`config.mk`:
```
export PLATFORM = sky130hd
export DESIGN_NAME = jedro_1_ifu
export DESIGN_NICKNAME = d
export VERILOG_FILES = /design/src/rtl/jedro_1_defines.sv /design/src/rtl/jedro_1_ifu_fifo.sv /design/src/rtl/jedro_1_ifu.sv
export SDC_FILE = /design/constraint.sdc
export NUM_CORES = 1
export LEC_CHECK = 0
export ABC_AREA = 1
export BUFFER_PORTS_ARGS = -buffer_cell sky130_fd_sc_hd__buf_2
export CAP_MARGIN = 20
export CORE_UTILIZATION = 61
export CTS_CLUSTER_DIAMETER = 80
export CTS_CLUSTER_SIZE = 14
export DETAILED_ROUTE_END_ITERATION = 8
export HOLD_SLACK_MARGIN = 0.02
export MAX_ROUTING_LAYER = met4
export PLACE_DENSITY_LB_ADDON = 0.08
export SYNTH_ARGS = -nofsm -noshare
export SYNTH_HDL_FRONTEND = slang
export SYNTH_SLANG_ARGS = --single-unit
```
`constraint.sdc`:
```
create_clock -name clk_i -period 4.56 [get_ports clk_i]
set_input_delay 0.456 -clock clk_i [delete_from_list [all_inputs] [get_ports clk_i]]
set_output_delay 0.456 -clock clk_i [all_outputs]
set_load 0.1 [all_outputs]
```
`src/rtl/jedro_1_defines.sv`:
```
// Shared constants and types for the jedro_1 instruction fetch unit.
package jedro_1_defines;

   localparam int unsigned IFU_FIFO_DEPTH = 2;
   localparam logic [31:0] IFU_BOOT_ADDR  = 32'h0000_0000;

   typedef enum logic {
      RUN  = 1'b0,
      HALT = 1'b1
   } ifu_state_e;

   // Redirect targets must sit on a 32-bit instruction boundary.
   function automatic logic is_word_aligned(input logic [1:0] lsb_i);
      return (lsb_i == 2'b00);
   endfunction

endpackage

```
`src/rtl/jedro_1_ifu_fifo.sv`:
```
// Two-entry response buffer with synchronous flush; the head entry is read
// straight from storage so it stays stable until popped.
module jedro_1_ifu_fifo
   import jedro_1_defines::*;
#(
   parameter int unsigned WIDTH = 64
) (
   input  logic             clk_i,
   input  logic             rst_i,
   input  logic             flush_i,
   input  logic             push_i,
   input  logic             pop_i,
   input  logic [WIDTH-1:0] data_i,
   output logic [WIDTH-1:0] data_o,
   output logic             full_o,
   output logic             empty_o
);

   localparam int unsigned PTR_W = $clog2(IFU_FIFO_DEPTH);
   localparam int unsigned CNT_W = PTR_W + 1;

   logic [WIDTH-1:0] mem_q [IFU_FIFO_DEPTH];
   logic [PTR_W-1:0] rd_ptr_q, rd_ptr_d;
   logic [PTR_W-1:0] wr_ptr_q, wr_ptr_d;
   logic [CNT_W-1:0] cnt_q, cnt_d;
   logic             do_push_s;
   logic             do_pop_s;

   assign empty_o   = (cnt_q == '0);
   assign full_o    = (cnt_q == CNT_W'(IFU_FIFO_DEPTH));
   assign do_pop_s  = pop_i && !empty_o;
   assign do_push_s = push_i && (!full_o || do_pop_s);
   assign data_o    = mem_q[rd_ptr_q];

   always_comb begin
      rd_ptr_d = rd_ptr_q;
      wr_ptr_d = wr_ptr_q;
      cnt_d    = cnt_q;
      if (flush_i) begin
         rd_ptr_d = '0;
         wr_ptr_d = '0;
         cnt_d    = '0;
      end else begin
         if (do_push_s) wr_ptr_d = wr_ptr_q + PTR_W'(1);
         else           wr_ptr_d = wr_ptr_q;
         if (do_pop_s)  rd_ptr_d = rd_ptr_q + PTR_W'(1);
         else           rd_ptr_d = rd_ptr_q;
         if (do_push_s && !do_pop_s)      cnt_d = cnt_q + CNT_W'(1);
         else if (!do_push_s && do_pop_s) cnt_d = cnt_q - CNT_W'(1);
         else                             cnt_d = cnt_q;
      end
   end

   always_ff @(posedge clk_i) begin
      if (rst_i) begin
         rd_ptr_q <= '0;
         wr_ptr_q <= '0;
         cnt_q    <= '0;
         for (int i = 0; i < IFU_FIFO_DEPTH; i++) mem_q[i] <= '0;
      end else begin
         rd_ptr_q <= rd_ptr_d;
         wr_ptr_q <= wr_ptr_d;
         cnt_q    <= cnt_d;
         if (do_push_s && !flush_i) mem_q[wr_ptr_q] <= data_i;
      end
   end

endmodule

```
`src/rtl/jedro_1_ifu.sv`:
```
// Instruction fetch unit: sequential fetch from a 1-cycle ROM into a 2-entry
// {pc, instr} buffer, with redirect, misaligned-redirect reporting and halt.
module jedro_1_ifu
   import jedro_1_defines::*;
#(
   parameter int unsigned          DATA_WIDTH = 32,
   parameter int unsigned          ADDR_WIDTH = 32,
   parameter logic [ADDR_WIDTH-1:0] BOOT_ADDR = ADDR_WIDTH'(IFU_BOOT_ADDR)
) (
   input  logic                  clk_i,
   input  logic                  rst_i,
   output logic                  instr_en_o,
   output logic [ADDR_WIDTH-1:0] instr_addr_o,
   input  logic [DATA_WIDTH-1:0] instr_rdata_i,
   output logic [DATA_WIDTH-1:0] instr_o,
   output logic [ADDR_WIDTH-1:0] pc_o,
   output logic                  valid_o,
   input  logic                  ready_i,
   input  logic                  jmp_i,
   input  logic [ADDR_WIDTH-1:0] jmp_addr_i,
   input  logic                  halt_i,
   output logic                  misaligned_o
);

   localparam int unsigned ENTRY_W = ADDR_WIDTH + DATA_WIDTH;

   ifu_state_e            state_q, state_d;
   logic [ADDR_WIDTH-1:0] fetch_addr_q, fetch_addr_d;
   logic [ADDR_WIDTH-1:0] req_addr_q, req_addr_d;
   logic                  inflight_q, inflight_d;
   logic                  discard_q, discard_d;
   logic                  misaligned_q, misaligned_d;

   logic                  run_s, room_s, fetch_en_s;
   logic                  jmp_ok_s, jmp_bad_s;
   logic                  fifo_push_s, fifo_pop_s, fifo_flush_s;
   logic                  fifo_full_s, fifo_empty_s;
   logic [ENTRY_W-1:0]    fifo_head_s;

   assign run_s     = (state_q == RUN) && !rst_i;
   assign jmp_ok_s  = run_s && !halt_i && jmp_i &&  is_word_aligned(jmp_addr_i[1:0]);
   assign jmp_bad_s = run_s && !halt_i && jmp_i && !is_word_aligned(jmp_addr_i[1:0]);

   // A fetch may go out only if its response is guaranteed a free slot.
   always_comb begin
      if (fifo_full_s)       room_s = fifo_pop_s && !inflight_q;
      else if (fifo_empty_s) room_s = 1'b1;
      else                   room_s = fifo_pop_s || !inflight_q;
   end

   assign fetch_en_s   = run_s && room_s;
   assign fifo_pop_s   = valid_o && ready_i;
   assign fifo_push_s  = inflight_q && !discard_q;
   assign fifo_flush_s = jmp_ok_s || halt_i || (state_q == HALT);

   always_comb begin
      state_d      = state_q;
      fetch_addr_d = fetch_addr_q;
      req_addr_d   = req_addr_q;
      inflight_d   = fetch_en_s;
      discard_d    = jmp_ok_s;
      misaligned_d = jmp_bad_s;
      case (state_q)
         RUN: begin
            if (halt_i) state_d = HALT;
            else        state_d = RUN;
         end
         HALT:    state_d = HALT;
         default: state_d = RUN;
      endcase
      if (jmp_ok_s)        fetch_addr_d = jmp_addr_i;
      else if (fetch_en_s) fetch_addr_d = fetch_addr_q + ADDR_WIDTH'(4);
      else                 fetch_addr_d = fetch_addr_q;
      if (fetch_en_s) req_addr_d = fetch_addr_q;
      else            req_addr_d = req_addr_q;
   end

   always_ff @(posedge clk_i) begin
      if (rst_i) begin
         state_q      <= RUN;
         fetch_addr_q <= BOOT_ADDR;
         req_addr_q   <= BOOT_ADDR;
         inflight_q   <= 1'b0;
         discard_q    <= 1'b0;
         misaligned_q <= 1'b0;
      end else begin
         state_q      <= state_d;
         fetch_addr_q <= fetch_addr_d;
         req_addr_q   <= req_addr_d;
         inflight_q   <= inflight_d;
         discard_q    <= discard_d;
         misaligned_q <= misaligned_d;
      end
   end

   jedro_1_ifu_fifo #(
      .WIDTH (ENTRY_W)
   ) u_fifo (
      .clk_i   (clk_i),
      .rst_i   (rst_i),
      .flush_i (fifo_flush_s),
      .push_i  (fifo_push_s),
      .pop_i   (fifo_pop_s),
      .data_i  ({req_addr_q, instr_rdata_i}),
      .data_o  (fifo_head_s),
      .full_o  (fifo_full_s),
      .empty_o (fifo_empty_s)
   );

   // Outputs are forced to their idle values for the whole reset window.
   assign instr_en_o   = fetch_en_s;
   assign instr_addr_o = rst_i ? BOOT_ADDR : fetch_addr_q;
   assign valid_o      = !fifo_empty_s && !rst_i;
   assign pc_o         = rst_i ? '0 : fifo_head_s[ENTRY_W-1 -: ADDR_WIDTH];
   assign instr_o      = rst_i ? '0 : fifo_head_s[DATA_WIDTH-1:0];
   assign misaligned_o = misaligned_q && !rst_i;

endmodule

```
Word level (Yosys, flattened, before mapping):

Memory sizes are Yosys's and may differ from the RTL's. A register that Yosys moved wholly into a read port is not among the register bits.
Index checks and enable logic that the tools add are counted.

* $lt $le $gt $ge: 0
* reduce and logical (&&, ||, !) cells: 36
* eq/ne operators: 1
* muxes and demuxes: 21
* divide/modulo/power cells: 0
* multiply operators: 0
* bitwise logic cells: 1
* shift-type cells: 0
* $add $sub $neg: 5

Operators with widths (count)
* $mux W32: 5
* $mux W64: 1
* $reduce_or A64 Y1: 1
* $add A32 B3 Y32 const B: 1
* $logic_and A1 B1 Y1: 16
* $mux W1: 12
* $logic_not A1 Y1: 10
* $logic_not A2 Y1: 2
* $logic_or A1 B1 Y1: 4
* $mux W2: 2
* $reduce_bool A2 Y1: 2
* $add A1 B1 Y1 const B: 2
* $add A2 B1 Y2 const B: 1
* $eq A2 B2 Y1 const B: 1
* $pmux W1 S2: 1
* $reduce_or A2 Y1: 1
* $sub A2 B1 Y2 const B: 1
* $not A1 Y1: 1

* bits in writable memories: 128
* memories kept: 1
* output and inout bits: 99
* latch bits: 0
* logic and storage cells: 74
* register bits: 72
* memory bits (read-only): 0

Memories
* u_fifo.mem_q: words 2, width 64, rd ports 1, clocked after memory_dff 1, write ports 2, line jedro_1_ifu_fifo.sv:22 `logic [WIDTH-1:0] mem_q [IFU_FIFO_DEPTH];`

Longest topological paths before layout:

* depth after elaboration: 14
* gate-level depth with buffers: 12
* gate-level depth less buffers: 11

By module:

Synthesis repeated with hierarchy kept, for this count alone.

* cells, all modules: 1189
* area total of the unflattened synthesis: 10264.8 um^2

By module, submodules not included
* jedro_1_ifu_fifo: area each 6025.8 um^2, cells an instance 447, instances 1, seq. area each 3943.8 um^2
* jedro_1_ifu: area each 4239.1 um^2, cells an instance 742, instances 1, seq. area each 1361.3 um^2

Worst setup path after synthesis:

OpenSTA, ideal clock, no wires.

* path type: in2reg
* start: in rst_i
* end: mem u_fifo.mem_q[1][0] (enable)
* arrival time: 2.771 ns
* path buffers: 3
* setup time: 0.424 ns
* stages: 10
* path slack: 1.366 ns
* path through: buf_4 > inv_2 > nand3_4 > nand2_2 > nand2_1 > inv_2 > nand3_1 > buf_4 > buf_4 > nand2_1

RTL lines
* start, declared: line jedro_1_ifu.sv:11 `input logic rst_i,`
* end, declared: line jedro_1_ifu_fifo.sv:22

==> results.md <==
- Max Freq: 311 MHz
- Cells along the critical path: buf_4 -> inv_2 -> buf_4 -> nor2_1 -> nor2_1 -> buf_2
- Crit path buf inv count: 4
- Clock latency on the worst-skew pair: 0.48 ns
- Clock skew: 0.0126 ns
- Worst hold slack: 0.176 ns
- Status: completed
- CTS Buffer Depth: 3
- Starting DRT DRC Count: 645
- Avg WL per Cell: 14.1 um
- CTS HTree Levels: 1
- Core Box Area: 15,400 um2
- Crit-path leading delay family: buffers and inverters
- GRT Total Usage: 0.284
- Worst path depth: 6
- Clock-pin transition on the worst setup and hold timing paths: 0.06 ns
- Net count, final: 1,442
- Worst Setup Path Type: reg -> out
- Gate Count Post-Synth: 1,238
- DRT Wirelength: 22.5 mm
- Number of I/O pins: 168
- Slew @ Worst Pin: 0.812 ns
- CTS tree: yes
- Fin crit period: 3.22 ns
- Initial Utilization: 0.634
- Final setup viols: 0
- PD cells: 378 nW/um2
- Vias in the first global route: 7,331
- Post-Syn Nets: 1,309
- Min-Delay Path Depth: 3
- Reg2Reg Depth: 9
- Worst hold-check path type: in -> reg
- Hold_buf cts: 0
- Ys Warns: 0
- Initial antenna violation count: 0
- Detailed Place HPWL: 14.7 mm
- Post-CTS sizing: 0
- RSZ-0062 raised after global routing: no
- Largest net degree at the start of global routing: 73
- Max_cap viols: 0
- Part of the cycle the worst path needs: 0.705
- Via count: 8,162
- Die X: 129 um
- Vias per cell: 5.12
- Grt ovf: 0
- Critical path's slowest cell: buf_4
- Ant. Diodes: 0
- Yosys cell types: 32
- Max-slew violation count: 0
- Part of the Yosys area used for sequential elements: 0.542
- IO Port Bufs: 167
- DRC viols: 0
- Crit-path max FO: 65
- Post-Syn Area: 9780 um2
- Worst vdd ir: 0.250 mV
- Share of cells above drive strength 1: 0.169
- Startpoint types: register
- # Post-CTS Setup Buffers: 0
- CTS sink count: 201
- Lkg Pwr: 5.37 nW
- Required time worst endpoint: 4.10 ns
- Crit path largest cell delay: 0.48 ns
- Syn Area/Cell: 7.90 um2
- Antenna viol nets, final: 0
- Clock root buffer: clkbuf_16
- Max-slew headroom: 0.457
- Hold Violations, Final: 0
- Syn-to-layout area delta: 13.8%
- Row cnt: 45
- #FFs+latches synth: 201
- GPL Wtd Cong: 0.942
- First-pass GRT wire length: 35.9 mm
- CP Capture Type: output port
- Crit path arrival time: 2.76 ns
- Die Y: 129 um
- CTS buffer count: 18
- First drt pass iteration count: 5
- Fin Setup TNS: 0 ns
- Die area: 16,500 um2
## power by group
part / internal, mW / leakage [nW] / switching (mW)
sequential: 2.04 / 1.93 / 0.0485
clock: 0.777 / 0.253 / 0.629
combinational: 0.146 / 3.19 / 0.569
total: 2.96 / 5.37 / 1.25
## worst paths after layout
kind	startpoint	end	slack, ns
worst min register to register	fetch_addr_q[0]	fetch_addr_q[0]	0.46
worst min-delay path	jmp_addr_i[4]	fetch_addr_q[4]	0.18
worst max register to register	u_fifo.cnt_q[0]	u_fifo.mem_q[0][57]	2.31
worst max-delay path	register	pc_o[31]	1.34
## metal layers
metal,track usage,vias to the layer above,routed length (um)
li1,-,4147,-
met1,0.389,3671,10000
met2,0.450,312,10500
met3,0.0353,32,1630
met4,0.0768,0,403
met5,-,-,0
## layout make-up
cell class | instances | area, um2
Tap cell | 211 | 264
Inverter | 164 | 616
Multi-Input combinational cell | 809 | 3470
Clock buffer | 30 | 517
Fill cell | 1288 | 4290
Clock inverter | 1 | 11.3
Timing Repair Buffer | 177 | 948
Sequential cell | 201 | 5310
## layout by cell type, fill, tap and decap left out, types with 3 or more instances in the layout
master and instances:
buf_2 167, o21ai_0 113, buf_12 3, nand2_1 165, xor2_1 4, or2_2 7, o21ai_1 30, clkbuf_16 19
clkbuf_1 11, a21oi_1 8, edfxtp_1 128, buf_4 7, inv_1 156, nor2_1 396, inv_2 8, nand3_1 56
nand2_2 9, dfxtp_1 72
## metrics by stage
| step | instances | instance area [um2] | total power, mW | setup slack, ns | util |
|---|---|---|---|---|---|
| finish | 1593 | 11100 | 4.21 | 1.34 | 0.722 |
| global route | 1593 | 11100 | 4.38 | 1.19 | 0.722 |
| CTS | 1592 | 11100 | 4.22 | 1.35 | 0.720 |
| detailed placement | 1561 | 10600 | 2.84 | 1.52 | 0.686 |
| global placement | 1561 | 10600 | 2.82 | 1.58 | 0.686 |
| floorplan | 1238 | 9780 | 2.70 | 1.37 | - |
## cell families (layout without fill, tap and decap cells)
logic type                 after synthesis  count (layout)  synth area share
buffers and inverters                  228             372             0.104
and+or+nand+nor                        647             647             0.267
AOI/OAI and AO/OA                      156             156            0.0812
adders and majority gates                2               2           0.00256
xor gates and xnor gates                 4               4           0.00358
DFF                                    201             201             0.542
## state kept, by name, indices dropped and copies added, names as in the netlist, 2 cells and up, named ones only
name and flops:
u_fifo.cnt_q 2, req_addr_q 32, fetch_addr_q 32, u_fifo.mem_q 128
## synth_stat cells (all sizes together)
cell,n,share of area
a21oi,8,0.0041
ha,2,0.0026
nand3b,1,0.0012
o21bai,2,0.0015
nor2,400,0.16
clkbuf,27,0.010
xor2,4,0.0036
nand2,176,0.071
nand4,2,0.0013
buf,37,0.030
inv,164,0.063
or2,8,0.0051
o21ai,145,0.075
and2,1,0.00064
edfxtp,128,0.39
dfxtp,73,0.15
a31oi,1,0.00064
nand3,59,0.032
## worst min-delay path: cells and delay by family
kind / cells / cell delay (ns)
buffers and inverters: 1 / 0.07
AO/OA/AOI/OAI: 1 / 0.05
AND/OR/NAND/NOR: 1 / 0.05
Power figures use the tool's default switching activity.
